`src/rtl/revive_instr_align_pkg.sv`:
```
// Shared types and RV32 base-ISA constants for the ReVive fetch aligner
// and its RVC expander.
package revive_instr_align_pkg;

  localparam int unsigned W_INSTR = 32;
  localparam int unsigned W_HWORD = 16;

  typedef logic [W_HWORD-1:0] hword_t;

  localparam logic [6:0] OPC_LOAD   = 7'b0000011;
  localparam logic [6:0] OPC_OP_IMM = 7'b0010011;
  localparam logic [6:0] OPC_STORE  = 7'b0100011;
  localparam logic [6:0] OPC_OP     = 7'b0110011;
  localparam logic [6:0] OPC_LUI    = 7'b0110111;
  localparam logic [6:0] OPC_BRANCH = 7'b1100011;
  localparam logic [6:0] OPC_JALR   = 7'b1100111;
  localparam logic [6:0] OPC_JAL    = 7'b1101111;

  localparam logic [W_INSTR-1:0] INSTR_ILLEGAL = 32'h0000_0000;
  localparam logic [W_INSTR-1:0] INSTR_EBREAK  = 32'h0010_0073;

  // Compressed 3-bit register fields address x8..x15.
  function automatic logic [4:0] rvc_reg(input logic [2:0] r);
    return {2'b01, r};
  endfunction

endpackage

```
`src/rtl/revive_instr_align_decompress.sv`:
```
// RV32C to RV32I expander. Pure combinational; illegal or unsupported
// compressed encodings expand to all-zeros so decode traps on them.
module revive_instr_decompress
  import revive_instr_align_pkg::*;
#(
  parameter bit PASSTHROUGH = 1'b0
) (
  input  logic [W_INSTR-1:0] instr_i,
  output logic [W_INSTR-1:0] instr_o,
  output logic               is_32bit_o
);

  logic [15:0] c;
  assign c = instr_i[15:0];

  always_comb begin
    instr_o    = INSTR_ILLEGAL;
    is_32bit_o = 1'b0;
    if (PASSTHROUGH || (instr_i[1:0] == 2'b11)) begin
      instr_o    = instr_i;
      is_32bit_o = 1'b1;
    end else begin
      case (c[1:0])
        2'b00: begin
          case (c[15:13])
            3'b000: if ({c[10:7], c[12:11], c[5], c[6]} != 8'h00)
              instr_o = {2'b00, c[10:7], c[12:11], c[5], c[6], 2'b00, 5'd2, 3'b000, rvc_reg(c[4:2]), OPC_OP_IMM};
            3'b010: instr_o = {5'b0, c[5], c[12:10], c[6], 2'b00, rvc_reg(c[9:7]), 3'b010, rvc_reg(c[4:2]), OPC_LOAD};
            3'b110: instr_o = {5'b0, c[5], c[12], rvc_reg(c[4:2]), rvc_reg(c[9:7]), 3'b010, c[11:10], c[6], 2'b00, OPC_STORE};
            default: ;
          endcase
        end
        2'b01: begin
          case (c[15:13])
            3'b000: instr_o = {{6{c[12]}}, c[12], c[6:2], c[11:7], 3'b000, c[11:7], OPC_OP_IMM};
            3'b001: instr_o = {c[12], c[8], c[10:9], c[6], c[7], c[2], c[11], c[5:3], {9{c[12]}}, 5'd1, OPC_JAL};
            3'b010: instr_o = {{6{c[12]}}, c[12], c[6:2], 5'd0, 3'b000, c[11:7], OPC_OP_IMM};
            3'b011: begin
              if (c[11:7] == 5'd2) begin
                if ({c[12], c[6:2]} != 6'h00)
                  instr_o = {{3{c[12]}}, c[4:3], c[5], c[2], c[6], 4'b0000, 5'd2, 3'b000, 5'd2, OPC_OP_IMM};
              end else if ({c[12], c[6:2]} != 6'h00) begin
                instr_o = {{14{c[12]}}, c[12], c[6:2], c[11:7], OPC_LUI};
              end
            end
            3'b100: begin
              case (c[11:10])
                2'b00: if (!c[12])
                  instr_o = {7'b0000000, c[6:2], rvc_reg(c[9:7]), 3'b101, rvc_reg(c[9:7]), OPC_OP_IMM};
                2'b01: if (!c[12])
                  instr_o = {7'b0100000, c[6:2], rvc_reg(c[9:7]), 3'b101, rvc_reg(c[9:7]), OPC_OP_IMM};
                2'b10: instr_o = {{6{c[12]}}, c[12], c[6:2], rvc_reg(c[9:7]), 3'b111, rvc_reg(c[9:7]), OPC_OP_IMM};
                default: begin
                  if (!c[12]) begin
                    case (c[6:5])
                      2'b00:   instr_o = {7'b0100000, rvc_reg(c[4:2]), rvc_reg(c[9:7]), 3'b000, rvc_reg(c[9:7]), OPC_OP};
                      2'b01:   instr_o = {7'b0000000, rvc_reg(c[4:2]), rvc_reg(c[9:7]), 3'b100, rvc_reg(c[9:7]), OPC_OP};
                      2'b10:   instr_o = {7'b0000000, rvc_reg(c[4:2]), rvc_reg(c[9:7]), 3'b110, rvc_reg(c[9:7]), OPC_OP};
                      default: instr_o = {7'b0000000, rvc_reg(c[4:2]), rvc_reg(c[9:7]), 3'b111, rvc_reg(c[9:7]), OPC_OP};
                    endcase
                  end
                end
              endcase
            end
            3'b101: instr_o = {c[12], c[8], c[10:9], c[6], c[7], c[2], c[11], c[5:3], {9{c[12]}}, 5'd0, OPC_JAL};
            default: // c.beqz / c.bnez, funct3 taken from c[13]
              instr_o = {c[12], {3{c[12]}}, c[6:5], c[2], 5'd0, rvc_reg(c[9:7]), {2'b00, c[13]}, c[11:10], c[4:3], c[12], OPC_BRANCH};
          endcase
        end
        2'b10: begin
          case (c[15:13])
            3'b000: if (!c[12])
              instr_o = {7'b0000000, c[6:2], c[11:7], 3'b001, c[11:7], OPC_OP_IMM};
            3'b010: if (c[11:7] != 5'd0)
              instr_o = {4'b0000, c[3:2], c[12], c[6:4], 2'b00, 5'd2, 3'b010, c[11:7], OPC_LOAD};
            3'b100: begin
              if (!c[12]) begin
                if (c[6:2] == 5'd0) begin
                  if (c[11:7] != 5'd0) instr_o = {12'h000, c[11:7], 3'b000, 5'd0, OPC_JALR};
                end else begin
                  instr_o = {7'b0000000, c[6:2], 5'd0, 3'b000, c[11:7], OPC_OP};
                end
              end else if (c[6:2] == 5'd0) begin
                instr_o = (c[11:7] == 5'd0) ? INSTR_EBREAK : {12'h000, c[11:7], 3'b000, 5'd1, OPC_JALR};
              end else begin
                instr_o = {7'b0000000, c[6:2], c[11:7], 3'b000, c[11:7], OPC_OP};
              end
            end
            3'b110: instr_o = {4'b0000, c[8:7], c[12], c[6:2], 5'd2, 3'b010, c[11:9], 2'b00, OPC_STORE};
            default: ;
          endcase
        end
        default: ;
      endcase
    end
  end

endmodule

```
`src/rtl/revive_instr_align.sv`:
```
// Fetch-side aligner: buffers fetched words as halfwords, hands one
// 16- or 32-bit instruction per handshake to decode, expanded and tagged with its PC.
module revive_instr_align
  import revive_instr_align_pkg::*;
#(
  parameter bit                PASSTHROUGH  = 1'b0,
  parameter int unsigned       W_ADDR       = 32,
  parameter logic [W_ADDR-1:0] RESET_VECTOR = '0
) (
  input  logic               clk,
  input  logic               rst_n,
  input  logic [W_INSTR-1:0] fetch_data,
  input  logic               fetch_vld,
  output logic               fetch_rdy,
  input  logic               jump_vld,
  input  logic [W_ADDR-1:0]  jump_target,
  output logic [W_INSTR-1:0] instr,
  output logic               instr_is_32bit,
  output logic [W_ADDR-1:0]  instr_pc,
  output logic               instr_vld,
  input  logic               instr_rdy
);

  localparam int unsigned N_SLOTS = 4;
  localparam int unsigned W_LEVEL = 3;

  hword_t             slots_q [N_SLOTS];
  hword_t             slots_d [N_SLOTS];
  logic [W_LEVEL-1:0] level_q, level_d;
  logic [W_LEVEL-1:0] need, lvl_shift;
  logic [W_ADDR-1:0]  pc_q, pc_d;
  logic               discard_hw_q, discard_hw_d;
  logic               head_32, consume, accept;

  // Head length and handshakes, derived from registered state only.
  always_comb begin
    head_32   = PASSTHROUGH || (slots_q[0][1:0] == 2'b11);
    need      = head_32 ? W_LEVEL'(2) : W_LEVEL'(1);
    instr_vld = (level_q >= need);
    fetch_rdy = (level_q <= W_LEVEL'(2));
    consume   = instr_vld && instr_rdy;
    accept    = fetch_vld && fetch_rdy;
  end

  // Shift out the consumed head first, then append the accepted word behind it.
  always_comb begin
    slots_d      = slots_q;
    level_d      = level_q;
    pc_d         = pc_q;
    discard_hw_d = discard_hw_q;
    lvl_shift    = level_q;
    if (consume) begin
      lvl_shift = level_q - need;
      pc_d      = pc_q + (head_32 ? W_ADDR'(4) : W_ADDR'(2));
      if (head_32) begin
        slots_d[0] = slots_q[2];
        slots_d[1] = slots_q[3];
      end else begin
        slots_d[0] = slots_q[1];
        slots_d[1] = slots_q[2];
        slots_d[2] = slots_q[3];
      end
    end
    level_d = lvl_shift;
    if (accept) begin
      if (discard_hw_q) begin
        slots_d[lvl_shift[1:0]] = fetch_data[31:16];
        level_d                 = lvl_shift + W_LEVEL'(1);
        discard_hw_d            = 1'b0;
      end else begin
        slots_d[lvl_shift[1:0]]         = fetch_data[15:0];
        slots_d[lvl_shift[1:0] + 2'd1]  = fetch_data[31:16];
        level_d                         = lvl_shift + W_LEVEL'(2);
      end
    end
    // Redirect drops the whole buffer; the slot contents become stale.
    if (jump_vld) begin
      level_d      = '0;
      pc_d         = jump_target & ~W_ADDR'(1);
      discard_hw_d = jump_target[1];
    end
  end

  always_ff @(posedge clk) begin
    if (!rst_n) begin
      level_q      <= '0;
      pc_q         <= RESET_VECTOR;
      discard_hw_q <= 1'b0;
    end else begin
      level_q      <= level_d;
      pc_q         <= pc_d;
      discard_hw_q <= discard_hw_d;
    end
  end

  // Slots above level are don't-care, so the buffer itself is never reset.
  always_ff @(posedge clk) begin
    slots_q <= slots_d;
  end

  assign instr_pc = pc_q;

  revive_instr_decompress #(
    .PASSTHROUGH (PASSTHROUGH)
  ) u_decompress (
    .instr_i    ({slots_q[1], slots_q[0]}),
    .instr_o    (instr),
    .is_32bit_o (instr_is_32bit)
  );

endmodule

```
`config.mk`:
```
export PLATFORM = sky130hd
export DESIGN_NAME = revive_instr_align
export DESIGN_NICKNAME = d
export VERILOG_FILES = /design/src/rtl/revive_instr_align_pkg.sv /design/src/rtl/revive_instr_align_decompress.sv /design/src/rtl/revive_instr_align.sv
export SDC_FILE = /design/constraint.sdc
export NUM_CORES = 1
export LEC_CHECK = 0
export CORE_AREA = 2 2 132 134
export CTS_BUF_LIST = sky130_fd_sc_hd__clkbuf_16
export DETAILED_ROUTE_END_ITERATION = 10
export DIE_AREA = 0 0 134 136
export DONT_BUFFER_PORTS = 1
export MAX_ROUTING_LAYER = met4
export SYNTH_ARGS = -nofsm -noshare
export SYNTH_HDL_FRONTEND = slang
export SYNTH_SLANG_ARGS = --single-unit
export TNS_END_PERCENT = 20
```
`constraint.sdc`:
```
create_clock -name clk -period 4.9 [get_ports clk]
set_clock_uncertainty 0.05 [all_clocks]
set_input_delay 0.98 -clock clk [delete_from_list [all_inputs] [get_ports clk]]
set_output_delay 0.98 -clock clk [all_outputs]
set_load 0.01 [all_outputs]
```
==> results.md <==
- Status: finished clean
- Remaining Overflow, GRT: 0
- Arrival time at the worst endpoint: 4.64 ns
- Post-CTS setup buffer count: 0
- H-tree depth: 3
- M1 GR Usage: 0.397
- Vias in the first global route: 8282
- Worst reg2reg path depth: 11
- CTS Root Cell: clkbuf_16
- Critical Path Source: slots_q[48]$_DFF_P_
- CTS Buf Count: 9
- Drt pass-1 iters: 7
- Average size of a mapped cell: 7.13 sq um
- Via Count: 8675
- Crit. End Element: flop
- Syn nets: 1234
- Setup tns final: 0 ns
- Routability cong.: 0.970
- Top Usage Layer GRT: met2
- Core Area: 16900 sq um
- GRT Util Overall: 0.316
- Distinct cells, synth: 73
- GR Layer Usage met3: 0.0623
- Setup-failing EPs final: 0
- Fraction of registers with async set/reset: 0
- Vias/cell: 6.74
- Final WL: 28200 um
- LEAKAGE: 0.00298 uW
- Ranking of synthesized cells by area: dfxtp_1, o21ai_0, edfxtp_1
- Main synth FF type: dfxtp_1
- Largest net degree at the start of global routing: 72
- Cts hold-fix bufs: 0
- EDFF count, synth: 16
- Largest area contributor in the netlist: dfxtp_1
- Worst hold path type: flop to flop
- Seq/Total Area, Yosys: 0.260
- PwrDens: 790 nW/um^2
- Chip Height: 136 um
- # IOs: 136
- PortBufs: 0
- Placed Instance Area: 8150 sq um
- Synth Cell Area: 8230 sq um
- Starting Density: 0.488
- Clock transition at path regs: 0.08 ns
- WL/cell: 21.9 um
- ANT nets after route: 0
- RSZ-0062 raised after global routing: no
- Util after Layout: 0.503
- Clk_lat worst skew: 0.35 ns
- CP required: 5.06 ns
- YS warnings: 0
- R2r endpoint: slots_q[36]$_DFF_P_
- Critical Setup Path Class: flop to flop
- Fin crit share: 0.915
- Die X: 134 um
- Fin nets: 1136
- MaxCap Viol Count: 0
- Full die area: 18200 sq um
- Worst Hold Endpoint: slots_q[28]$_DFF_P_
- Yosys reg bits: 99
- Finished Cell Area: 8480 sq um
- Global-route track usage on met2: 0.511
- Startpoint Class: flop
- TritonCTS clock tree: yes
- Sink Count: 99
- Area share of the largest cell type after synthesis: 0.202
- Final Hold Viols: 0
- Worst-Margin Slew: 1.20 ns
- Worst vdd ir: 0.406 mV
- Antenna violations before repair: 1
- Cell Rows: 48
- Top-count cell post-synth: nand2_1
- Slew HR: 0.195
- Share of layout cells above drive strength 1: 0.0641
- Fin. max-slew vios: 0
- Post_cts resized: 0
- Final min period: 4.48 ns
- Worst reg2reg path startpoint: slots_q[48]$_DFF_P_
- Reg2Reg Setup Slack: 0.42 ns
- Most common library cells after synthesis: nand2_1, o21ai_0, clkbuf_1, nor2_1, a21oi_1
- Post-DP HPWL: 19100 um
- Min-Delay Path Depth: 2
- Starting DRT DRC Count: 943
- Clk buf depth: 2
- Cells after synthesis: 1154
- Fmax: 223 MHz
- WHS: 0.518 ns
- Layout area overhead: 3.02%
- First-pass GRT wire length: 44900 um
- DRC violations left: 0
- CP max FO: 20
## area by class of cell
type / count / area [sq um]
Fill cell: 1730 / 8390
Sequential cell: 99 / 2140
Antenna cell: 1 / 2.50
Tap cell: 225 / 282
Clock inverter: 7 / 105
Timing Repair Buffer: 21 / 158
Clock buffer: 9 / 225
Inverter: 27 / 101
Multi-Input combinational cell: 898 / 5470
## report_power, final
group          internal, uW  switching, uW  leakage (uW)
clock network           458            353      0.000164
registers              1170            484      0.000845
logic                  1620           2620       0.00197
total                  3240           3460       0.00298
## worst max-delay path: stages (launching register included)
cell and delay, ns:
dfxtp_1 0.33, nand2_1 0.19, ha_1 0.36, nand2b_1 0.21, a31o_2 0.34, mux2_2 0.34
inv_1 0.11, ha_1 0.72, nand2_1 0.62, or3_1 0.77, o22ai_1 0.23, a21oi_1 0.07
## per-layer routing
layer / share of wire / vias to the layer above / routed length (um)
met5: 0 / - / 0
met4: 0.026 / 0 / 741
met3: 0.078 / 60 / 2190
met2: 0.48 / 363 / 13600
met1: 0.42 / 4161 / 11700
li1: - / 4091 / -
## per-stage QoR
stage	setup WS [ns]	instances	total power (uW)
CTS	0.500	1286	6620
floorplan	0.399	1154	4800
global placement	0.542	1270	5780
detailed placement	0.515	1270	5800
finish	0.417	1287	6700
global route	0.108	1287	7200
## cells by family (layout without fill, tap and decap cells)
logic type / count (synthesis) / count (layout) / share of synthesized area
AND/OR/NAND/NOR: 375 / 375 / 0.220
buffers and inverters: 157 / 64 / 0.0769
multiplexers: 48 / 48 / 0.0608
adder cells (fa/ha/maj): 11 / 11 / 0.0185
flip-flops: 99 / 99 / 0.260
AO/OA/AOI/OAI: 449 / 449 / 0.348
other: 1 / 2 / 0.000455
XOR/XNOR: 14 / 14 / 0.0149
## worst max path at each step
stage | slack, ns | to | cells past startpoint
after global routing | 0.11 | slots_q[32]$_DFF_P_ | 11
after floorplan | 0.40 | flop | 16
after CTS | 0.50 | slots_q[34]$_DFF_P_ | 11
after global placement | 0.54 | slots_q[34]$_DFF_P_ | 9
after detailed placement | 0.52 | slots_q[36]$_DFF_P_ | 9
final | 0.42 | slots_q[36]$_DFF_P_ | 11
## cells in the final DEF, fill, tap and decap left out, types with 8 or more instances in the layout
cell type,count
dfxtp_1,82
nand2_1,121
o21ai_0,108
o21a_1,18
and2_1,11
o211ai_1,12
o22ai_1,54
o31ai_1,15
or4_1,10
nor2_1,92
buf_4,21
a31oi_1,35
clkbuf_16,9
nor4_1,12
ha_1,9
or3_1,8
mux2_2,16
nand4_1,12
nor2b_1,12
edfxtp_1,16
inv_1,24
nand2b_1,12
mux2i_1,32
a21oi_1,84
a22oi_1,39
nor3_1,12
xnor2_1,12
a2bb2oi_1,16
nand3_1,45
(Power assumes the default switching activity.)
